--- config.mk ---
export PLATFORM = sky130hd
export DESIGN_NAME = cfg_loader
export DESIGN_NICKNAME = d
export VERILOG_FILES = /design/src/rtl/cfg_loader.sv
export SDC_FILE = /design/constraint.sdc
export NUM_CORES = 1
export LEC_CHECK = 0
export ABC_AREA = 1
export CELL_PAD_IN_SITES_DETAIL_PLACEMENT = 0
export CELL_PAD_IN_SITES_GLOBAL_PLACEMENT = 2
export CORE_AREA = 2 2 178 180
export CTS_CLUSTER_SIZE = 14
export DETAILED_ROUTE_END_ITERATION = 10
export DIE_AREA = 0 0 180 182
export DONT_BUFFER_PORTS = 1
export HOLD_SLACK_MARGIN = 0.03
export PLACE_DENSITY_LB_ADDON = 0.2
export SKIP_CTS_REPAIR_TIMING = 1
export SLEW_MARGIN = 20
export SYNTH_ARGS = -nofsm -noshare
export SYNTH_HDL_FRONTEND = slang
export SYNTH_SLANG_ARGS = --single-unit
export TNS_END_PERCENT = 1
--- constraint.sdc ---
create_clock -name clk -period 2.31 [get_ports clk]
set_clock_uncertainty 0.05 [all_clocks]
set_input_delay 0.5775 -clock clk [delete_from_list [all_inputs] [get_ports clk]]
set_output_delay 0.5775 -clock clk [all_outputs]
set_load 0.005 [all_outputs]
--- src/rtl/cfg_loader.sv ---
// -----------------------------------------------------------------------------
// cfg_loader
//
// Word-serial configuration loader for one fabric tile. A load starts with a
// one-cycle load_start pulse. The next NWORDS words accepted on the in_* stream
// are assembled LSB-first into the CFG_SIZE-bit cfg image. Every word after
// that is forwarded unchanged and combinationally to the out_* stream, so
// several tiles can be daisy-chained from a single bitstream source.
//
// Optional feature (macro CFG_LOADER_SHADOW_EN):
//   defined   - words are collected in a shadow register. cfg is updated
//               atomically with the complete image, so the tile never sees
//               a partial configuration.
//   undefined - words are written straight into cfg. Partial images are
//               visible while a load is in progress.
//   done timing is the same in both builds.
//
// Parameters:
//   CFG_SIZE    width of cfg; must be an integer multiple of WORD_WIDTH
//   WORD_WIDTH  bitstream word width
//
// Ports:
//   clk         rising-edge clock
//   rst_n       asynchronous active-low reset
//   load_start  one-cycle pulse that (re)starts a load of this tile
//   in_data     bitstream word from upstream
//   in_valid    in_data is valid
//   in_ready    word accepted when in_valid & in_ready at a rising edge
//   out_data    forwarded word to downstream
//   out_valid   out_data is valid
//   out_ready   downstream accepts the word
//   cfg         configuration image to the tile
//   done        one-cycle pulse; cfg holds a complete new image
//   busy        high while a load is in progress
// -----------------------------------------------------------------------------
module cfg_loader #(
    parameter int CFG_SIZE   = 256,
    parameter int WORD_WIDTH = 8
) (
    input  logic                  clk,
    input  logic                  rst_n,
    input  logic                  load_start,
    input  logic [WORD_WIDTH-1:0] in_data,
    input  logic                  in_valid,
    output logic                  in_ready,
    output logic [WORD_WIDTH-1:0] out_data,
    output logic                  out_valid,
    input  logic                  out_ready,
    output logic [CFG_SIZE-1:0]   cfg,
    output logic                  done,
    output logic                  busy
);

    localparam int NWORDS = CFG_SIZE / WORD_WIDTH;
    localparam int CNT_W  = (NWORDS > 1) ? $clog2(NWORDS) : 1;
    localparam logic [CNT_W-1:0] LAST_IDX = CNT_W'(NWORDS - 1);

    typedef enum logic [1:0] {
        ST_IDLE = 2'd0,
        ST_LOAD = 2'd1,
        ST_PASS = 2'd2
    } state_e;

    // Return img with word slot idx replaced by word; all other slots kept.
    function automatic logic [CFG_SIZE-1:0] merge_word(
        input logic [CFG_SIZE-1:0]   img,
        input logic [CNT_W-1:0]      idx,
        input logic [WORD_WIDTH-1:0] word
    );
        logic [CFG_SIZE-1:0] res;
        res = img;
        for (int w = 0; w < NWORDS; w++) begin
            res[w*WORD_WIDTH +: WORD_WIDTH] =
                (idx == CNT_W'(w)) ? word : img[w*WORD_WIDTH +: WORD_WIDTH];
        end
        return res;
    endfunction

    state_e               state_q;
    state_e               state_d;
    logic [CNT_W-1:0]     cnt_q;
    logic [CNT_W-1:0]     cnt_d;
    logic [CFG_SIZE-1:0]  cfg_q;
    logic [CFG_SIZE-1:0]  cfg_d;
    logic                 done_q;
    logic                 done_d;
`ifdef CFG_LOADER_SHADOW_EN
    logic [CFG_SIZE-1:0]  shadow_q;
    logic [CFG_SIZE-1:0]  shadow_d;
`endif

    logic                 word_accept;
    logic                 last_word;

    // A word is taken only in LOAD. load_start has priority over the stream,
    // so no word is consumed in the cycle a load is (re)started.
    assign word_accept = (state_q == ST_LOAD) & in_valid & ~load_start;
    assign last_word   = word_accept & (cnt_q == LAST_IDX);

    // Handshake outputs; the PASS path is purely combinational (zero latency).
    always_comb begin
        in_ready  = 1'b0;
        out_valid = 1'b0;
        case (state_q)
            ST_LOAD: begin
                in_ready  = ~load_start;
                out_valid = 1'b0;
            end
            ST_PASS: begin
                in_ready  = out_ready & ~load_start;
                out_valid = in_valid & ~load_start;
            end
            ST_IDLE: begin
                in_ready  = 1'b0;
                out_valid = 1'b0;
            end
            default: begin
                in_ready  = 1'b0;
                out_valid = 1'b0;
            end
        endcase
    end

    // Next-state, word counter and done pulse.
    always_comb begin
        state_d = state_q;
        cnt_d   = cnt_q;
        done_d  = 1'b0;
        if (load_start) begin
            // Start or restart: already written bits are kept, only the
            // counter rewinds.
            state_d = ST_LOAD;
            cnt_d   = {CNT_W{1'b0}};
        end else if (last_word) begin
            state_d = ST_PASS;
            cnt_d   = {CNT_W{1'b0}};
            done_d  = 1'b1;
        end else if (word_accept) begin
            cnt_d   = cnt_q + CNT_W'(1);
        end else begin
            cnt_d   = cnt_q;
        end
    end

`ifdef CFG_LOADER_SHADOW_EN
    // Collect words in the shadow; cfg takes the completed image at the edge
    // that accepts the final word, so it lines up with the done pulse.
    always_comb begin
        shadow_d = shadow_q;
        cfg_d    = cfg_q;
        if (word_accept) begin
            shadow_d = merge_word(shadow_q, cnt_q, in_data);
        end else begin
            shadow_d = shadow_q;
        end
        if (last_word) begin
            cfg_d = shadow_d;
        end else begin
            cfg_d = cfg_q;
        end
    end
`else
    // Write each accepted word straight into its cfg slot.
    always_comb begin
        cfg_d = cfg_q;
        if (word_accept) begin
            cfg_d = merge_word(cfg_q, cnt_q, in_data);
        end else begin
            cfg_d = cfg_q;
        end
    end
`endif

    // State registers; reset clears any partial or complete image.
    always_ff @(posedge clk or negedge rst_n) begin
        if (!rst_n) begin
            state_q  <= ST_IDLE;
            cnt_q    <= {CNT_W{1'b0}};
            cfg_q    <= {CFG_SIZE{1'b0}};
            done_q   <= 1'b0;
`ifdef CFG_LOADER_SHADOW_EN
            shadow_q <= {CFG_SIZE{1'b0}};
`endif
        end else begin
            state_q  <= state_d;
            cnt_q    <= cnt_d;
            cfg_q    <= cfg_d;
            done_q   <= done_d;
`ifdef CFG_LOADER_SHADOW_EN
            shadow_q <= shadow_d;
`endif
        end
    end

    // Forwarded data is always the upstream word; out_valid qualifies it.
    assign out_data = in_data;
    assign cfg      = cfg_q;
    assign done     = done_q;
    assign busy     = (state_q == ST_LOAD);

endmodule

After elaboration in Yosys (flattened, before gate mapping)

Index checks and enable logic that the tools add are counted.

Output and inout bits: 268
Input bits: 13
Register bits: 264
Logic and storage cells: 119

Equality and inequality tests: 33
Reductions and logical operators: 35
Add/subtract/negate cells: 1
Muxes and demuxes: 9
Bitwise operators: 6

Operators with widths:

| kind                  | number |
|---|---|
| $eq A5 B5 Y1 const B  | 16 |
| $reduce_and A2 Y1     | 32 |
| $eq A5 B4 Y1 const B  | 8 |
| $eq A5 B3 Y1 const B  | 4 |
| $mux W5               | 3 |
| $eq A5 B2 Y1 const B  | 2 |
| $add A5 B1 Y5 const B | 1 |
| $and A1 B1 Y1         | 5 |
| $eq A5 B1 Y1 const B  | 1 |
| $logic_not A5 Y1      | 1 |
| $mux W2               | 2 |
| $mux W1               | 3 |
| $reduce_bool A3 Y1    | 1 |
| $eq A2 B1 Y1 const B  | 1 |
| $eq A2 B2 Y1 const B  | 1 |
| $pmux W1 S2           | 1 |
| $reduce_bool A2 Y1    | 1 |
| $not A1 Y1            | 1 |

Logic depth before layout (Yosys ltp)

Gate-level depths: netlist of run 1.

Depth after elaboration: 6
Mapped depth: 9
Depth with buffers taken out: 9

Worst setup path before layout of run 1

OpenSTA, ideal clock, no wires.

Path type: register to register
Start point: register cnt_q[0]
End point: register cfg_q[248] (netlist: cfg[248])
Library setup time: 0.131 ns
Required time: 2.129 ns
Arrival: 1.447 ns
Cell stages (with the launch flop): 8
Path buffers: 1
Setup slack: 0.682 ns
Path through: dfrtp_1 > ha_1 > inv_1 > nor2_1 > ha_1 > nand2_1 > clkbuf_1 > o21ai_0

Word-level cells in the longest chain between the ends: 2

Ends and longest elaborated chain:

| element                     | line | source |
|---|---|---|
| start, declared             | 81   | `logic [CNT_W-1:0] cnt_q;` |
| start signal, assigned      | 178  | `cnt_q <= {CNT_W{1'b0}};` |
| start signal, assigned      | 186  | `cnt_q <= cnt_d;` |
| $eq A5 B5 Y1                | 74   | `(idx == CNT_W'(w)) ? word : img[w*WORD_WIDTH +: WORD_WIDTH];` |
| $reduce_and A2 Y1 (no line) | --   |  |
| end signal, assigned        | 179  | `cfg_q <= {CFG_SIZE{1'b0}};` |
| end signal, assigned        | 187  | `cfg_q <= cfg_d;` |
| end, declared               | 83   | `logic [CFG_SIZE-1:0] cfg_q;` |

No other way between the ends.
A chain may end at the register's enable or synchronous reset.

Worst setup path after layout of run 1

Start point: register state_q[1]
End point: output port in_ready

Word-level cells in the longest chain between the ends: 2
Elaborated cells on any way between the ends: 3

Ends and longest elaborated chain:

| element                | line | source |
|---|---|---|
| start, declared        | 79   | `state_e state_q;` |
| start signal, assigned | 185  | `state_q <= state_d;` |
| $eq A2 B1 Y1           | --   |  |
| via busy               | 51   | `output logic busy` |
| $pmux W1 S2            | 104  | `case (state_q)` |
| end, declared          | 45   | `output logic in_ready,` |

The timed path passes the listed nets, and every way through them passes these cells.

==> metrics.cfg, run 1 <==
[outcome]
outcome = complete, but fails checks
violations = negative hold slack

[hold_path]
hp-class = input pin to async pin

[setup_path]
path_depth = 4
critPathMaxFanout = 6
worst-path-buf-inv = 2
critPathMaxStageDelay_ps = 380
path_delay_family = flip-flops
path_cells = inv_1 -> ha_1 -> o21ai_0 -> inv_1
worstSetupPathType = flip-flop to output port
cp_slowest_cell = dfrtp_1
endpoint_kind = output port
r2r_cells = 7
cp_common_cell = inv_1
critPathLaunchType = flip-flop
cp.required_ps = 1680
cp.arrival_ps = 1550

[yosys]
synth_top_cell_by_area = dfrtp_1
async_flop_share_pct = 100
synth-seq-area-share_pct = 62.1
ys_warn_count = 0
syn_avg_cell_area_um2 = 8.74
synthTopCellsByCount = 642 x nand2_1, 264 x dfrtp_1, 133 x nand3_1, 32 x clkbuf_1, 28 x inv_1
synth-compound-area-share_pct = 1.14
synth_seq_cells = 264
synth_top_family_by_area = simple AND/OR/NAND/NOR gates
synth_most_common_cell = nand2_1
synth_cell_types = 20
synth_edf_count = 0
synthXorXnorAreaFrac_pct = 0
synth-adder-area-share_pct = 0.942
ys_top_cells_by_area = dfrtp_1 62%, nand2_1 23%, nand3_1 6.3%, buf_4 1.3%, nand2_2 1.2%
netlist_area_um2 = 10600
syn_inst = 1217
synth_top_area_share_pct = 62.1
synth_mux_area_share_pct = 0
synth-main-ff-cell = dfrtp_1
synthSimpleGateAreaFrac_pct = 31.7
synth_fp_nets = 1238

[final_layout]
multi_input_area_um2 = 3590
stdcell_count = 1635
fin_util_pct = 38.8
fillCellCount = 3186
num_antenna_cells = 0
drive_gt1_share_pct = 8.68
nNetsFinal = 1231
syn2layout_area_growth_pct = 13.2
regArea_um2 = 6610

[clock_network]
path_clk_slew_ps = 60
cts.path.max_buffers = 3
clock_latency_ps = 540
cts_tree = done
numCtsBuffers = 30
cts_sinks = 264
h-tree-depth = 1
clock-root-buffer = clkbuf_16

[global_routing]
antenna_found_initial = 0
grt_pass1_vias = 7978
grt_max_degree = 265
grt_usage_pct = 20.4
grt_pass1_wl_um = 51600
grt_remaining_overflow = 0

[sta]
max_slew_margin_pct = 57.9
clock.fmax_ghz = 0.459
setup_viol = 0
fin_crit_sh_pct = 94.3
rsz0062_at_grt = false
setup_tns_ps = 0
hold_slack_ps = -310
tightest_slew_ps = 630
timing.final.crit_period_ps = 2180
slew_violations = 0
final-hold-violation-count = 264
setup_slack_ps = 132

[floorplan]
num_io_pins = 281
die_h_um = 182
initial_core_util_pct = 34.3
chipWidth_um = 180
coreArea_um2 = 31000
dieArea_um2 = 32800
rows = 65

[routing]
drt-vias-per-instance = 4.74
num_vias = 7752
first_pass_iters = 4
drt_iter0_markers = 527
wire_per_inst_um = 20.6
drt_wl_total_um = 33700
final_antenna_net_count = 0
drc = 0

[placed_design]
dpl_worst_slack_ps = 212
dp_cells = 1579
dp_hpwl_um = 20300
portBuffers = 0
place.gp.congestion = 0.753

[job]
max-cap-violations = 0

[power]
power_density_nw_per_um2 = 894
p_leak_nw = 6.63
peakVddDrop_mv = 0.583

cells in the final DEF, fill, tap and decap left out:
master and instances:
a21oi_1 3, and3_1 1, buf_12 1, buf_4 14, bufinv_16 1, clkbuf_1 2, clkbuf_16 31, clkbuf_8 14
clkinv_1 8, clkinv_2 6, dfrtp_1 264, dlygate4sd3_1 1, ha_1 8, inv_1 28, inv_2 6, inv_6 1
nand2_1 642, nand2_2 20, nand3_1 133, nand4_2 1, nor2_1 15, nor2_2 9, nor2_4 3, o21ai_0 19
o21ai_1 1, o22ai_1 1
path summary, 6_finish.rpt:
path / startpoint / to / slack [ps]
worst max-delay path: state_q[1] / in_ready / 130
worst min-delay path: rst_n / done / -310
worst max register to register: state_q[1] / cfg[228] / 240
worst min register to register: cfg[51] / cfg[51] / 440
max in group asynchronous: rst_n / cfg[96] / 2190
min in group clk: in_data[1] / cfg[129] / 90
cells by family (layout without fill, tap and decap cells):
| family | Yosys count | after routing |
|---|---|---|
| AO/OA/AOI/OAI | 24 | 24 |
| flip-flops | 264 | 264 |
| AND/OR/NAND/NOR | 824 | 824 |
| adder cells (fa/ha/maj) | 8 | 8 |
| buffers and inverters | 97 | 113 |
metal layers:
layer	vias to the layer above	GRT usage [%]	part of all wire, %
met5	-	0	0
met3	30	7.02	8.6
li1	3759	-	-
met4	0	4.23	1.4
met2	231	32.2	46
met1	3732	27.2	44
state kept, by name, indices dropped and copies added, names as in the netlist:
| name | flops |
|---|---|
| cfg | 256 |
| state_q | 2 |
| done | 1 |
| cnt_q | 5 |
where the power goes:
| group | leakage, nW | switching, mW | internal [mW] | total, mW |
|---|---|---|---|---|
| Clock | 0.527 | 1.93 | 2.99 | 4.92 |
| Sequential | 3.65 | 0.321 | 4.94 | 5.26 |
| Combinational | 2.45 | 0.400 | 0.184 | 0.584 |
layout make-up:
cell class	count	area share, %
clock buffer	47	8.11
clock inverter	8	0.572
inverter	42	1.31
multi-input combinational	856	29.8
sequential	264	54.9
tap	402	4.18
timing repair buffer	16	1.12
through the flow:
step	hold WS, ps	power [mW]	area, um^2
final	-310	10.8	12000
after global routing	-349	11.2	12000
after CTS	-349	10.9	12000
after detailed placement	244	5.94	11000
after global placement	241	5.92	11000
after floorplan	232	5.72	10600
Note: power is estimated with default switching activity, not from simulation.
==> inputs of run 2 (changes only) <==
Settings changed: ABC_AREA 1 to 0, CORE_AREA 2 2 178 180 to 2 2 176 178, DIE_AREA 0 0 180 182 to 0 0 178 180, SETUP_SLACK_MARGIN set to 0.2, SKIP_CTS_REPAIR_TIMING 1 to not set.
==> run 2 against run 1 <==
The run still ends with negative hold slack left. Synthesized area down 1.9%. Clock power down 12%. Fmax up 2.1%. Via count down 30%. Count of clock-buffer cells in the layout down 1. Non-clock buffer count down 5. Design area down 2.6%. Largest cell class unchanged.
==> metrics.cfg, run 2 <==
[outcome]
outcome = complete, but fails checks  ; unchanged
violations = negative hold slack  ; unchanged

[clock_network]
cts_sinks = 264  ; unchanged
path_clk_slew_ps = 60  ; about the same
clock-root-buffer = clkbuf_16  ; unchanged
h-tree-depth = 1  ; unchanged
numCtsBuffers = 29  ; was 30
cts_hold_buf = 1
cts_tree = done  ; unchanged
clock_latency_ps = 540  ; about the same
cts.path.max_buffers = 3  ; unchanged

[setup_path]
path_cells = ha_4 -> buf_4 -> a21oi_1 -> nor3_2  ; was inv_1 -> ha_1 -> o21ai_0 -> inv_1
worstSetupPathType = flip-flop to output port  ; unchanged
endpoint_kind = output port  ; unchanged
r2r_cells = 6  ; was 7
critPathLaunchType = flip-flop  ; unchanged
critPathMaxStageDelay_ps = 430  ; was 380 ps
cp_slowest_cell = dfrtp_1  ; unchanged
regToRegEndpoint = cfg[1]  ; was cfg[228]
cp.required_ps = 1680  ; about the same
crit_end = in_ready  ; unchanged
critPathMaxFanout = 3  ; was 6
r2r-start = state_q[1]  ; unchanged
r2r_slack_ps = 240  ; about the same
cp.arrival_ps = 1510  ; was 1550 ps
startpoint = state_q[0]  ; was state_q[1]

[sta]
fin_crit_sh_pct = 92.4  ; was 94.3%
slew_violations = 0  ; unchanged
timing.final.crit_period_ps = 2130  ; was 2180 ps
final-hold-violation-count = 264  ; unchanged
setup_viol = 0  ; unchanged
tightest_slew_ps = 496  ; was 630 ps
max_slew_margin_pct = 66.9  ; was 57.9%
setup_tns_ps = 0  ; unchanged
hold_slack_ps = -306  ; was -310 ps
clock.fmax_ghz = 0.469  ; was 0.459 GHz
rsz0062_at_grt = true  ; was false

[global_routing]
grt_max_degree = 265  ; unchanged
grt_usage_pct = 17.2  ; was 20.4%
grt_pass1_vias = 5924  ; was 7978
antenna_found_initial = 0  ; unchanged
grt_pass1_wl_um = 41600  ; was 51600 um
grt_remaining_overflow = 0  ; unchanged

[yosys]
synth_seq_cells = 264  ; unchanged
synth_fp_nets = 673  ; was 1238
synthTopCellsByCount = 264 x dfrtp_1, 237 x mux2_2, 28 x clkbuf_1, 15 x nand2_2, 13 x buf_4  ; was 642 x nand2_1, 264 x dfrtp_1, 133 x nand3_1, 32 x clkbuf_1, 28 x inv_1
synth_top_area_share_pct = 63.4  ; was 62.1%
syn_inst = 652  ; was 1217
synth_cell_types = 34  ; was 20
ys_top_cells_by_area = dfrtp_1 63%, mux2_2 26%, mux2_1 1.2%, mux2_4 1.2%, clkbuf_1 1.0%  ; was dfrtp_1 62%, nand2_1 23%, nand3_1 6.3%, buf_4 1.3%, nand2_2 1.2%
synth_most_common_cell = dfrtp_1  ; was nand2_1
synth-seq-area-share_pct = 63.4  ; was 62.1%
netlist_area_um2 = 10400  ; was 10600 um^2
syn_avg_cell_area_um2 = 16.0  ; was 8.74 um^2
async_flop_share_pct = 100  ; unchanged
synth_top_cell_by_area = dfrtp_1  ; unchanged
ys_warn_count = 0  ; unchanged
synth_edf_count = 0  ; unchanged
synth-main-ff-cell = dfrtp_1  ; unchanged

[placed_design]
place.gp.congestion = 0.741  ; was 0.753
dp_hpwl_um = 17600  ; was 20300 um
portBuffers = 0  ; unchanged
place_area_um2 = 10800  ; was 11000 um^2

[routing]
drt_wl_total_um = 27800  ; was 33700 um
drt_iter0_markers = 169  ; was 527
drt-vias-per-instance = 5.11  ; was 4.74
final_antenna_net_count = 0  ; unchanged
drc = 0  ; unchanged
num_vias = 5442  ; was 7752
first_pass_iters = 4  ; unchanged
wire_per_inst_um = 26.1  ; was 20.6 um

[power]
p_int_mw = 7.55  ; was 8.11 mW
power_frac_seq_pct = 52.4  ; was 48.9%
power_frac_clock_pct = 45.0  ; was 45.7%
p_comb_share_pct = 2.5  ; was 5.4%
power_density_nw_per_um2 = 816  ; was 894 nW/um^2
switching_share_pct = 21.0  ; was 24.6%
p_leak_nw = 5.82  ; was 6.63 nW
peakVddDrop_mv = 0.433  ; was 0.583 mV
power.switching_mw = 2.01  ; was 2.65 mW

[floorplan]
initial_core_util_pct = 34.5  ; was 34.3%
dieArea_um2 = 32000  ; was 32800 um^2
num_io_pins = 281  ; unchanged
rows = 64  ; was 65
coreArea_um2 = 30200  ; was 31000 um^2
die_h_um = 180  ; was 182 um
chipWidth_um = 178  ; was 180 um

[final_layout]
layout_commonest_cell = dfrtp_1  ; was nand2_1
drive_gt1_share_pct = 50.4  ; was 8.68%
multi_input_area_um2 = 3620  ; was 3590 um^2
nNetsFinal = 672  ; was 1231
num_antenna_cells = 0  ; unchanged
largest_register_ff_count = 256  ; unchanged
regArea_um2 = 6610  ; unchanged
fin_area_um2 = 11700  ; was 12000 um^2
fin_util_pct = 38.8  ; about the same
syn2layout_area_growth_pct = 12.4  ; was 13.2%
final_cell_mix = 264 x dfrtp_1, 237 x mux2_2, 29 x clkbuf_16, 17 x nand2_2, 12 x clkbuf_1  ; was 642 x nand2_1, 264 x dfrtp_1, 133 x nand3_1, 31 x clkbuf_16, 28 x inv_1
fillCellCount = 2783  ; was 3186

[hold_path]
hp-class = input pin to async pin  ; unchanged

[job]
max-cap-violations = 0  ; unchanged

[run 2: cell types whose count changed after synthesis, sizes merged, moves of 5 or more]
cell | before | now
buf | 23 | 15
nand3 | 133 | 3
nand2 | 662 | 23
inv | 34 | 6
nand4b | 0 | 5
nor2 | 27 | 14
o21ai | 20 | 1
clkinv | 8 | 0
mux2 | 0 | 256
nor3 | 0 | 5
[run 2: worst min path at each step]
stage / startpoint / endpoint / depth (start not counted)
6_report: rst_n / cfg[120] / 0
5_1_grt: rst_n / cfg[184] / 0
4_1_cts: rst_n / cfg[184] / 0
3_5_place_dp: rst_n / cfg[120] / 0
3_3_place_gp: rst_n / cfg[123] / 0
2_1_floorplan: rst_n / cfg[0] / 0
[run 2: cells by family after synthesis]
kind of cell             Yosys count  synth area share (%)
flip-flops                       264                  63.4
multiplexers                     257                  28.0
AND/OR/NAND/NOR                   66                  4.97
buffers and inverters             49                  2.26
AO/OA/AOI/OAI                      8                 0.420
adder cells (fa/ha/maj)            8                 0.960
[run 2: timing repair]
item                                    CTS  global route
pin swaps                                 0             1
setup buffers                             1             1
hold endpoints to repair                270           264
resized for setup                         3             5
endpoints found under the setup margin  248           147
[run 2: cell type report]
cell class | count | share of cell area [%]
flip-flops and latches | 264 | 56.4
multi-input cells | 339 | 30.9
clock buffers | 46 | 7.17
well taps | 396 | 4.23
repair buffers | 11 | 0.726
clock inverters | 4 | 0.384
inverters | 6 | 0.192
[run 2: per-layer routing]
layer	vias up	track usage, %	wire length, um	share of wire, %
li1	2279	-	-	-
met1	2947	21.5	10900	39
met2	178	28.7	13700	49
met3	38	5.99	2610	9.4
met4	0	3.84	481	1.7
met5	-	0	0	0
[run 2: stage by stage]
| step | std cells | total power, mW | setup slack [ps] |
|---|---|---|---|
| after floorplan | 652 | 5.28 | 365 |
| after global placement | 1013 | 5.32 | 37.0 |
| after detailed placement | 1013 | 5.34 | 22.8 |
| after CTS | 1065 | 9.73 | 97.2 |
| after global routing | 1066 | 9.98 | 121 |
| final | 1066 | 9.56 | 177 |
[run 2: critical path, delay by kind of cell (launching register included)]
| kind | cells | cell delay (ps) |
|---|---|---|
| buf+inv | 1 | 140 |
| simple gates | 1 | 70 |
| fa+ha+maj | 1 | 180 |
| flops | 1 | 430 |
| compound gates | 1 | 160 |
[run 2: power groups by stage]
stage | logic (mW) | registers [mW] | clock network (mW)
floorplan | 0.271 | 5.01 | 0
global placement | 0.227 | 5.09 | 0
detailed placement | 0.243 | 5.10 | 0
CTS | 0.246 | 5.01 | 4.47
global route | 0.263 | 5.04 | 4.68
finish | 0.242 | 5.01 | 4.31
==> inputs of run 3 (changes only) <==
Settings changed: CORE_AREA 2 2 176 178 to 2 2 181 183, DIE_AREA 0 0 178 180 to 0 0 183 185, DONT_BUFFER_PORTS 1 to not set.
==> run 3 against run 2 <==
The run now ends clean. Sequential cell count did not move. Sequential share of layout area is 13 points lower. Clock power increased by 17%. Combinational power rose to 4.0 times the previous value. Non-clock buffer count is 324 higher. Sequential power decreased by 2%. Count of clock-buffer cells in the layout rose by 1. Fmax fell by 0.16%. Design area increased by 31%. Worst setup slack got worse by 3.4 ps. Utilization up 8.9 points. Hold slack gained 740 ps. Critical endpoint unchanged.
==> metrics.cfg, run 3 (synthesis gave the netlist of run 2 again) <==
[routing]
num_vias = 6568  ; was 5442
first_pass_iters = 4  ; unchanged
drt-vias-per-instance = 4.67  ; was 5.11
drc = 0  ; unchanged
wire_per_inst_um = 21.2  ; was 26.1 um
final_antenna_net_count = 0  ; unchanged
drt_wl_total_um = 29800  ; was 27800 um
drt_iter0_markers = 182  ; was 169

[global_routing]
grt_pass1_wl_um = 45100  ; was 41600 um
grt_usage_pct = 17.6  ; was 17.2%
antenna_found_initial = 1  ; was 0
grt_pass1_vias = 6982  ; was 5924
grt_remaining_overflow = 0  ; unchanged
grt_max_degree = 70  ; was 265

[power]
power_frac_seq_pct = 45.0  ; was 52.4%
p_int_mw = 8.51  ; was 7.55 mW
fin_total_pwr_mw = 10.9  ; was 9.56 mW
peakVddDrop_mv = 0.556  ; was 0.433 mV
power_frac_clock_pct = 46.2  ; was 45.0%
power_density_nw_per_um2 = 715  ; was 816 nW/um^2
power.switching_mw = 2.43  ; was 2.01 mW
p_leak_nw = 7.21  ; was 5.82 nW
p_comb_share_pct = 8.8  ; was 2.5%
switching_share_pct = 22.2  ; was 21.0%

[clock_network]
clock_latency_ps = 540  ; about the same
h-tree-depth = 1  ; unchanged
cts.path.max_buffers = 3  ; unchanged
cts_sinks = 264  ; unchanged
cts_tree = done  ; unchanged
clock-root-buffer = clkbuf_16  ; unchanged
path_clk_slew_ps = 60  ; about the same
numCtsBuffers = 30  ; was 29

[setup_path]
cp.required_ps = 1680  ; about the same
path_cells = inv_1 -> ha_4 -> nor3_2 -> buf_2  ; was ha_4 -> buf_4 -> a21oi_1 -> nor3_2
endpoint_kind = output port  ; unchanged
critPathMaxStageDelay_ps = 400  ; was 430 ps
path_delay_family = flip-flops  ; unchanged
worst-path-buf-inv = 2  ; was 1
critPathLaunchType = flip-flop  ; unchanged
critPathMaxFanout = 2  ; was 3
cp.arrival_ps = 1510  ; about the same
worstSetupPathType = flip-flop to output port  ; unchanged
cp_slowest_cell = dfrtp_1  ; unchanged

[final_layout]
nNetsFinal = 997  ; was 672
layout_commonest_cell = clkdlybuf4s50_1  ; was dfrtp_1
num_antenna_cells = 0  ; unchanged
syn2layout_area_growth_pct = 46.8  ; was 12.4%
fillCellCount = 2903  ; was 2783
drive_gt1_share_pct = 40.6  ; was 50.4%
largest_register_ff_count = 256  ; unchanged
final_cell_mix = 268 x clkdlybuf4s50_1, 264 x dfrtp_1, 237 x mux2_2, 31 x clkbuf_16, 29 x buf_4  ; was 264 x dfrtp_1, 237 x mux2_2, 29 x clkbuf_16, 17 x nand2_2, 12 x clkbuf_1
stdcell_count = 1407  ; was 1066

[sta]
max_slew_margin_pct = 58.5  ; was 66.9%
fin_crit_sh_pct = 92.5  ; was 92.4%
slew_violations = 0  ; unchanged
timing.final.crit_period_ps = 2140  ; was 2130 ps
tightest_slew_ps = 622  ; was 496 ps
hold_slack_ps = 437  ; was -306 ps
rsz0062_at_grt = true  ; unchanged
final-hold-violation-count = 0  ; was 264
clock.fmax_ghz = 0.468  ; was 0.469 GHz
setup_viol = 0  ; unchanged
setup_tns_ps = 0  ; unchanged

[floorplan]
dieArea_um2 = 33900  ; was 32000 um^2
rows = 66  ; was 64
chipWidth_um = 183  ; was 178 um
die_h_um = 185  ; was 180 um
coreArea_um2 = 32000  ; was 30200 um^2
num_io_pins = 281  ; unchanged
initial_core_util_pct = 32.5  ; was 34.5%

[outcome]
outcome = finished, final reports clean  ; was complete, but fails checks

[placed_design]
dp_cells = 1349  ; was 1013
dp_hpwl_um = 19400  ; was 17600 um
portBuffers = 280  ; was 0
place.gp.congestion = 0.713  ; was 0.741

[hold_path]
hp-class = flip-flop to flip-flop  ; was input pin to async pin

[job]
max-cap-violations = 0  ; unchanged

==> run 3: changes by cell type in the layout (fill, tap and decap cells not counted), moves of 7 or more <==
cell / delta
clkbuf_8: +7
clkbuf_1: -8
buf_2: +10
buf_4: +19
clkdlybuf4s50_1: +268
buf_12: +23
==> run 3: worst paths after layout <==
| kind | startpoint | to | slack [ps] | cells past startpoint |
|---|---|---|---|---|
| worst max-delay path | state_q[0] | in_ready | 170 | 4 |
| worst min-delay path | cfg[110] | cfg[110] | 440 | 1 |
| worst max register to register | state_q[0] | cfg[68] | 230 | 8 |
| worst min register to register | cfg[110] | cfg[110] | 440 | 1 |
| max in group asynchronous | rst_n | cfg[241] | 970 | 3 |
| min in group asynchronous | rst_n | done | 540 | 2 |
==> run 3: final cells by class <==
| class | count | area, um^2 | share of cell area, % |
|---|---|---|---|
| Clock buffer | 47 | 956 | 6.25 |
| Inverter | 6 | 22.5 | 0.147 |
| Clock inverter | 8 | 121 | 0.793 |
| Multi-Input combinational cell | 339 | 3620 | 23.7 |
| Sequential cell | 264 | 6610 | 43.2 |
| Timing Repair Buffer | 335 | 3460 | 22.6 |
| Tap cell | 408 | 510 | 3.34 |
==> run 3: power by group through the flow <==
stage / clock [mW] / combinational [mW] / sequential, mW
2_1_floorplan: 0 / 0.271 / 5.01
3_3_place_gp: 0 / 0.974 / 5.01
3_5_place_dp: 0 / 0.981 / 5.01
4_1_cts: 5.22 / 0.985 / 4.93
5_1_grt: 5.40 / 1.04 / 4.95
6_report: 5.06 / 0.958 / 4.93
==> run 3: per-layer routing <==
metal / global-route usage, % / up-vias / part of all wire (%)
li1: - / 2952 / -
met1: 23.7 / 3395 / 45
met2: 29.0 / 191 / 47
met3: 4.29 / 30 / 6.3
met4: 3.42 / 0 / 1.3
met5: 0 / - / 0
==> run 3: worst reg2reg max path: stages (launching register included) <==
cell	delay [ps]
dfrtp_1	400
buf_6	130
ha_4	160
buf_6	110
buf_4	180
and4b_1	210
buf_4	160
nand2_2	210
mux2_2	370
==> run 3: timing repair <==
action | in CTS | in global routing
resized for setup | 16 | 5
pin swaps | 1 | 1
endpoints found under the setup margin | 8 | 199
hold endpoints to repair | 57 | 0
gates cloned | 0 | 0
setup buffers | 2 | 0
hold buffers | 1 | 0
==> run 3: metrics by stage <==
stage | area (um^2) | worst slack, ps | utilization [%]
5_1_grt | 15300 | 90.3 | 47.8
3_5_place_dp | 14200 | -155 | 44.2
2_1_floorplan | 10400 | 365 | -
3_3_place_gp | 14200 | -124 | 44.2
6_report | 15300 | 173 | 47.8
4_1_cts | 15300 | 129 | 47.7
